[src/rtl/dcache_ctrl_pkg.sv]
// rtl/dcache_ctrl_pkg.sv - shared types and geometry helpers for the data cache controller
package dcache_ctrl_pkg;

  localparam int ADDR_W_DEF     = 32;
  localparam int DATA_W_DEF     = 32;
  localparam int INDEX_BITS_DEF = 6;
  localparam int CNT_W_DEF      = 16;

  typedef enum logic [1:0] {
    ST_IDLE    = 2'd0,
    ST_RD_MISS = 2'd1,
    ST_WR_THRU = 2'd2,
    ST_WR_DONE = 2'd3
  } state_t;

  // One word per line, so the two byte-offset bits sit below the index.
  function automatic int tag_width(input int addr_w, input int index_bits);
    return addr_w - index_bits - 2;
  endfunction

  function automatic int num_lines(input int index_bits);
    return 1 << index_bits;
  endfunction

endpackage

[src/rtl/dcache_ctrl_array.sv]
// rtl/dcache_ctrl_array.sv - valid/tag/data storage: async-cleared valid bits, comb read, one sync write
module dcache_ctrl_array
  import dcache_ctrl_pkg::*;
#(
  parameter int INDEX_BITS = INDEX_BITS_DEF,
  parameter int TAG_W      = 24,
  parameter int DATA_W     = DATA_W_DEF
) (
  input  logic                  clk,
  input  logic                  rst_n,
  input  logic [INDEX_BITS-1:0] rd_index,
  output logic                  rd_valid,
  output logic [TAG_W-1:0]      rd_tag,
  output logic [DATA_W-1:0]     rd_data,
  input  logic                  wr_en,
  input  logic [INDEX_BITS-1:0] wr_index,
  input  logic [TAG_W-1:0]      wr_tag,
  input  logic [DATA_W-1:0]     wr_data
);

  localparam int LINES = num_lines(INDEX_BITS);

  logic [LINES-1:0]  valid;
  logic [TAG_W-1:0]  tags [LINES];
  logic [DATA_W-1:0] data [LINES];

  always_ff @(posedge clk or negedge rst_n) begin
    if (!rst_n) begin
      valid <= '0;
    end else if (wr_en) begin
      valid[wr_index] <= 1'b1;
    end
  end

  // Tag and data contents are meaningless until their valid bit is set, so they carry no reset.
  always_ff @(posedge clk) begin
    if (wr_en) begin
      tags[wr_index] <= wr_tag;
      data[wr_index] <= wr_data;
    end
  end

  assign rd_valid = valid[rd_index];
  assign rd_tag   = tags[rd_index];
  assign rd_data  = data[rd_index];

endmodule

[src/rtl/dcache_ctrl.sv]
// rtl/dcache_ctrl.sv - direct-mapped write-through no-write-allocate data cache controller
module dcache_ctrl
  import dcache_ctrl_pkg::*;
#(
  parameter int ADDR_W     = ADDR_W_DEF,
  parameter int DATA_W     = DATA_W_DEF,
  parameter int INDEX_BITS = INDEX_BITS_DEF,
  parameter int CNT_W      = CNT_W_DEF
) (
  input  logic              clk,
  input  logic              rst_n,
  input  logic              cpu_read,
  input  logic              cpu_write,
  input  logic [ADDR_W-1:0] cpu_addr,
  input  logic [DATA_W-1:0] cpu_wdata,
  output logic [DATA_W-1:0] cpu_rdata,
  output logic              hit,
  output logic              mem_req,
  output logic              mem_we,
  output logic [ADDR_W-1:0] mem_addr,
  output logic [DATA_W-1:0] mem_wdata,
  input  logic              mem_ready,
  input  logic [DATA_W-1:0] mem_rdata,
  output logic [CNT_W-1:0]  rd_miss_cnt,
  output logic [CNT_W-1:0]  rd_hit_cnt
);

  localparam int TAG_W = tag_width(ADDR_W, INDEX_BITS);

  state_t state;
  logic   refill_done;

  logic [INDEX_BITS-1:0] cpu_index;
  logic [TAG_W-1:0]      cpu_tag;
  logic [ADDR_W-1:0]     word_addr;
  logic                  unused_byte_bits;

  logic                  line_valid;
  logic [TAG_W-1:0]      line_tag;
  logic [DATA_W-1:0]     line_data;
  logic                  lookup_hit;

  logic                  arr_we;
  logic [DATA_W-1:0]     arr_wdata;

  assign cpu_index        = cpu_addr[INDEX_BITS+1:2];
  assign cpu_tag          = cpu_addr[ADDR_W-1:INDEX_BITS+2];
  assign word_addr        = {cpu_addr[ADDR_W-1:2], 2'b00};
  assign unused_byte_bits = ^cpu_addr[1:0];

  dcache_ctrl_array #(
    .INDEX_BITS (INDEX_BITS),
    .TAG_W      (TAG_W),
    .DATA_W     (DATA_W)
  ) u_array (
    .clk      (clk),
    .rst_n    (rst_n),
    .rd_index (cpu_index),
    .rd_valid (line_valid),
    .rd_tag   (line_tag),
    .rd_data  (line_data),
    .wr_en    (arr_we),
    .wr_index (mem_addr[INDEX_BITS+1:2]),
    .wr_tag   (mem_addr[ADDR_W-1:INDEX_BITS+2]),
    .wr_data  (arr_wdata)
  );

  assign lookup_hit = line_valid && (line_tag == cpu_tag);

  // The pipeline holds cpu_addr stable while stalled, so the lookup during WR_THRU is the store's own line.
  always_comb begin
    arr_we    = 1'b0;
    arr_wdata = mem_wdata;
    if (state == ST_RD_MISS && mem_ready) begin
      arr_we    = 1'b1;
      arr_wdata = mem_rdata;
    end else if (state == ST_WR_THRU && mem_ready && lookup_hit) begin
      arr_we    = 1'b1;
    end
  end

  always_comb begin
    hit = 1'b1;
    case (state)
      ST_IDLE: begin
        if (cpu_write) begin
          hit = 1'b0;
        end else if (cpu_read) begin
          hit = lookup_hit;
        end
      end
      ST_RD_MISS: hit = 1'b0;
      ST_WR_THRU: hit = 1'b0;
      ST_WR_DONE: hit = 1'b1;
      default:    hit = 1'b1;
    endcase
  end

  always_comb begin
    cpu_rdata = '0;
    if (cpu_read && !cpu_write && hit) begin
      cpu_rdata = line_data;
    end
  end

  // The replayed lookup right after a refill belongs to a load already counted as a miss, so it is not counted again.
  always_ff @(posedge clk or negedge rst_n) begin
    if (!rst_n) begin
      state       <= ST_IDLE;
      refill_done <= 1'b0;
      mem_req     <= 1'b0;
      mem_we      <= 1'b0;
      mem_addr    <= '0;
      mem_wdata   <= '0;
      rd_miss_cnt <= '0;
      rd_hit_cnt  <= '0;
    end else begin
      refill_done <= 1'b0;
      case (state)
        ST_IDLE: begin
          if (cpu_write) begin
            state     <= ST_WR_THRU;
            mem_req   <= 1'b1;
            mem_we    <= 1'b1;
            mem_addr  <= word_addr;
            mem_wdata <= cpu_wdata;
          end else if (cpu_read) begin
            if (lookup_hit) begin
              if (!refill_done && rd_hit_cnt != {CNT_W{1'b1}}) begin
                rd_hit_cnt <= rd_hit_cnt + CNT_W'(1);
              end
            end else begin
              state    <= ST_RD_MISS;
              mem_req  <= 1'b1;
              mem_we   <= 1'b0;
              mem_addr <= word_addr;
              if (rd_miss_cnt != {CNT_W{1'b1}}) begin
                rd_miss_cnt <= rd_miss_cnt + CNT_W'(1);
              end
            end
          end
        end
        ST_RD_MISS: begin
          if (mem_ready) begin
            state       <= ST_IDLE;
            mem_req     <= 1'b0;
            refill_done <= 1'b1;
          end
        end
        ST_WR_THRU: begin
          if (mem_ready) begin
            state   <= ST_WR_DONE;
            mem_req <= 1'b0;
          end
        end
        ST_WR_DONE: begin
          state <= ST_IDLE;
        end
        default: begin
          state <= ST_IDLE;
        end
      endcase
    end
  end

endmodule

[config.mk]
export PLATFORM = sky130hd
export DESIGN_NAME = dcache_ctrl
export DESIGN_NICKNAME = d
export VERILOG_FILES = /design/src/rtl/dcache_ctrl_pkg.sv /design/src/rtl/dcache_ctrl_array.sv /design/src/rtl/dcache_ctrl.sv
export SDC_FILE = /design/constraint.sdc
export NUM_CORES = 2
export LEC_CHECK = 0
export CORE_ASPECT_RATIO = 0.75
export CORE_UTILIZATION = 62
export DETAILED_ROUTE_END_ITERATION = 6
export PLACE_DENSITY = 0.79
export RECOVER_POWER = 100
export SYNTH_ARGS = -nofsm -noshare
export SYNTH_HDL_FRONTEND = slang
export SYNTH_SLANG_ARGS = --single-unit
[constraint.sdc]
create_clock -name clk -period 10.2 [get_ports clk]
set_input_delay 1.02 -clock clk [delete_from_list [all_inputs] [get_ports clk]]
set_output_delay 1.02 -clock clk [all_outputs]
set_load 0.02 [all_outputs]
==> impl_metrics.env <==
export IMPL_cts_buffer_depth=4
export IMPL_tns_ps=0
export IMPL_synth_compound_area_share_pct=1.84
export IMPL_slew_headroom_pct=-196
export IMPL_tightestPinTransition_ps=4430
export IMPL_synthTopCellsByArea="edfxtp_1, mux4_2, dfrtp_1, mux2i_1, mux2_2"
export IMPL_violations="max-capacitance violations, max-slew violations"
export IMPL_die_area_um2=236000
export IMPL_fill_cells=13149
export IMPL_p_leak_nw=52.3
export IMPL_num_io_pins=232
export IMPL_cp_start_kind="input pin"
export IMPL_vias=77494
export IMPL_worstPathMaxFanout=62
export IMPL_wl_per_cell_um=41.5
export IMPL_ys_seq_elements=3747
export IMPL_post_route_min_period_ps=9710
export IMPL_synth_simple_gate_area_share_pct=2.07
export IMPL_detail_route_antenna_nets=0
export IMPL_fin_total_pwr_mw=38.2
export IMPL_synth_seq_area_share_pct=76.9
export IMPL_overflow=0
export IMPL_layout_drive_gt1_share_pct=24.0
export IMPL_synth_top_area_share_pct=74.1
export IMPL_clockRootBuffer="clkbuf_16"
export IMPL_portBuffers=227
export IMPL_clkTransAtPathRegs_ps=60
export IMPL_rows=153
export IMPL_post_cts_setup_buffers=0
export IMPL_vias_per_cell=7.50
export IMPL_fin_nets=7040
export IMPL_hpwl_um=212000
export IMPL_synth_common_cells="edfxtp_1, mux4_2, mux2i_1, dfrtp_1, clkbuf_1"
export IMPL_synth_edf_count=3584
export IMPL_synth_xor_area_share_pct=0.247
export IMPL_syn_to_final_growth_pct=12.0
export IMPL_drtPass1Iterations=7
export IMPL_worstPathRequired_ps=10620
export IMPL_drc_errors=0
export IMPL_place_ws_ps=1760
export IMPL_core_area_um2=232000
export IMPL_period_share_pct=95.2
export IMPL_ys_warn_count=0
export IMPL_chipHeight_um=421
export IMPL_synth_area_leader_cell="edfxtp_1"
export IMPL_power_per_cell_area_nw_per_um2=235
export IMPL_htreeDepth=5
export IMPL_cts_buffers=343
export IMPL_insertion_delay_ps=940
export IMPL_maxCapViolations=153
export IMPL_routed_wl_um=429000
export IMPL_syn_inst=6498
export IMPL_path_cells="clkbuf_8 -> buf_4 -> and3_1 -> a32oi_1 -> o2111ai_1 -> a21boi_0 -> a2111oi_2 -> o211ai_1 -> nor4b_2 -> nand4_1 -> clkbuf_1 -> o31a_1 -> nand2b_1 -> nor2_4 -> clkbuf_1"
export IMPL_yosysMostFrequentCell="edfxtp_1"
export IMPL_ff2ff_setup_slack_ps=1760
export IMPL_cts_sink_count=3747
export IMPL_grt_pass1_vias=77324
export IMPL_critPathCaptureType="register"
export IMPL_setup_viol=0
export IMPL_grt_pass1_wl_um=590000
export IMPL_ctsResizeCount=0
export IMPL_slowest_stage="clkbuf_1"
export IMPL_grt_max_degree=128
export IMPL_avgSynthCellArea_um2=22.4
export IMPL_crit_arrival_ps=10130
export IMPL_async_flop_share_pct=4.35
export IMPL_synth_area_mux_share_pct=17.6
export IMPL_cpLargestDelayFamily="buffers and inverters"
export IMPL_start_util_pct=62.5
export IMPL_rsz0062_at_grt="no"
export IMPL_path_class="in2reg"
export IMPL_peakVddDrop_mv=0.406
export IMPL_fmax_mhz=103
export IMPL_drt_iter0_markers=14134
export IMPL_ys_flop_type="edfxtp_1"
export IMPL_max_stage_delay_ps=2630
export IMPL_status="complete, but fails checks"
export IMPL_die_x_um=561
export IMPL_synth_top_family_by_area="multiplexers"
export IMPL_drv_slew=6149
export IMPL_hold_buffers=0
export IMPL_crit_buf_inv=4
export IMPL_grt_antenna_before_repair=14
export IMPL_yosys_cell_types_count=88
export IMPL_syn_area_um2=145000
export IMPL_fin_skew_ps=64.0
export IMPL_hold_path_class="reg2reg"
export IMPL_routabilityCongestion=0.915
export IMPL_cts_tree="built"
export IMPL_synth_fa_ha_area_share_pct=0.0517
export IMPL_hold_viol=0
export IMPL_crit_top_cell="clkbuf_1"
export IMPL_grt_usage_pct=36.4
export IMPL_fin_ws_ps=495
-- flip-flops by register name, indices dropped and copies added (netlist names) --
| signal | count |
|---|---|
| u_array.data | 2048 |
| u_array.tags | 1536 |
| mem_we | 1 |
| mem_req | 1 |
| rd_hit_cnt | 16 |
| state | 2 |
| rd_miss_cnt | 16 |
| u_array.valid | 64 |
| mem_wdata | 32 |
| refill_done | 1 |
| mem_addr | 30 |
-- cell usage in the layout (no fill, tap or decap), types with 12 or more instances in the layout --
master / synthesis / final
buf_4: 41 / 69
mux2_2: 125 / 93
nor3_1: 36 / 36
o22ai_1: 21 / 21
nand3_1: 78 / 78
clkinv_2: 0 / 55
o21ai_0: 21 / 20
mux2_1: 3 / 35
mux2i_1: 360 / 360
nor2b_1: 56 / 51
nand4_1: 26 / 27
xor2_1: 19 / 19
clkinv_1: 3 / 48
xnor2_1: 22 / 22
o21bai_1: 33 / 33
dlygate4sd3_1: 0 / 127
clkbuf_8: 0 / 27
nand2_1: 106 / 105
diode_2: 0 / 14
buf_12: 1 / 36
clkdlybuf4s50_1: 0 / 93
clkbuf_2: 0 / 33
a221oi_1: 12 / 12
a21oi_1: 41 / 41
bufinv_16: 0 / 31
nor2_1: 102 / 83
a22oi_1: 123 / 123
a211oi_1: 17 / 17
edfxtp_1: 3584 / 3584
nor4_1: 20 / 20
nor2_4: 0 / 17
inv_1: 13 / 13
clkbuf_16: 0 / 348
clkbuf_1: 131 / 159
mux4_2: 910 / 910
dfrtp_1: 163 / 157
or2_2: 35 / 35
and3_1: 30 / 30
a31oi_1: 12 / 12
nand2b_1: 21 / 21
-- per-layer routing --
layer	global-route usage, %	wire length, um	vias up	share of wire (%)
li1	-	-	28282	-
met1	50.0	142000	39815	33
met2	53.7	194000	7877	45
met3	11.1	68000	1506	16
met4	18.2	24600	14	5.7
met5	0	98	-	0.023
-- report_power, final --
part | switching [mW] | internal (mW) | total, mW | leakage [nW]
logic | 3.38 | 1.15 | 4.53 | 12.5
registers | 0.607 | 20.0 | 20.6 | 34.3
clock network | 5.81 | 7.31 | 13.1 | 5.49
total | 9.80 | 28.4 | 38.2 | 52.3
-- worst register-to-register path: stages (launching register included) --
cell and delay [ps]:
edfxtp_1 360, mux4_2 500, a22o_1 280, a2111oi_1 850, a21oi_1 390, nor4_1 360
o2111a_1 230, nand4_1 500, clkbuf_1 570, o31a_1 540, nand2b_1 470, nor2_4 240
clkbuf_1 2630
-- cell type report --
type | instances | area (um2) | area share [%]
Sequential cell | 3747 | 112000 | 68.7
Multi-Input combinational cell | 2384 | 31800 | 19.6
Clock buffer | 459 | 9390 | 5.77
Timing Repair Buffer | 440 | 3980 | 2.45
Tap cell | 3100 | 3880 | 2.38
Clock inverter | 166 | 1840 | 1.13
Inverter | 17 | 73.8 | 0.0454
Antenna cell | 14 | 35.0 | 0.0215
-- metrics by stage --
| step | std cells | area (um2) | hold WS [ps] | util (%) |
|---|---|---|---|---|
| after floorplan | 6499 | 145000 | 428 | - |
| after global placement | 9688 | 152000 | 444 | 65.6 |
| after detailed placement | 9688 | 152000 | 448 | 65.6 |
| after CTS | 10313 | 164000 | 132 | 70.4 |
| after global routing | 10316 | 163000 | 468 | 70.0 |
| final | 10327 | 163000 | 469 | 70.0 |
-- worst paths after layout --
check	from	end	cells after the start
worst max-delay path	cpu_addr[5]	u_array.data[50][8]$_DFFE_PP_	15
worst min-delay path	u_array.valid[37]$_DFFE_PN0N_	u_array.valid[37]$_DFFE_PN0N_	1
worst max register to register	u_array.tags[46][21]$_DFFE_PP_	u_array.data[50][8]$_DFFE_PP_	12
worst min register to register	u_array.valid[37]$_DFFE_PN0N_	u_array.valid[37]$_DFFE_PN0N_	1
max in group asynchronous	rst_n	mem_addr[21]$_DFFE_PN0P_	3
min in group asynchronous	rst_n	mem_wdata[27]$_DFFE_PN0P_	1
-- cells by family after synthesis --
family / count (synthesis)
mux: 1398
other cells: 1
simple gates: 571
xor+xnor: 41
compound gates: 366
flops: 3747
fa+ha+maj: 6
buf+inv: 368
No activity file was read; power rests on OpenSTA's default activity.
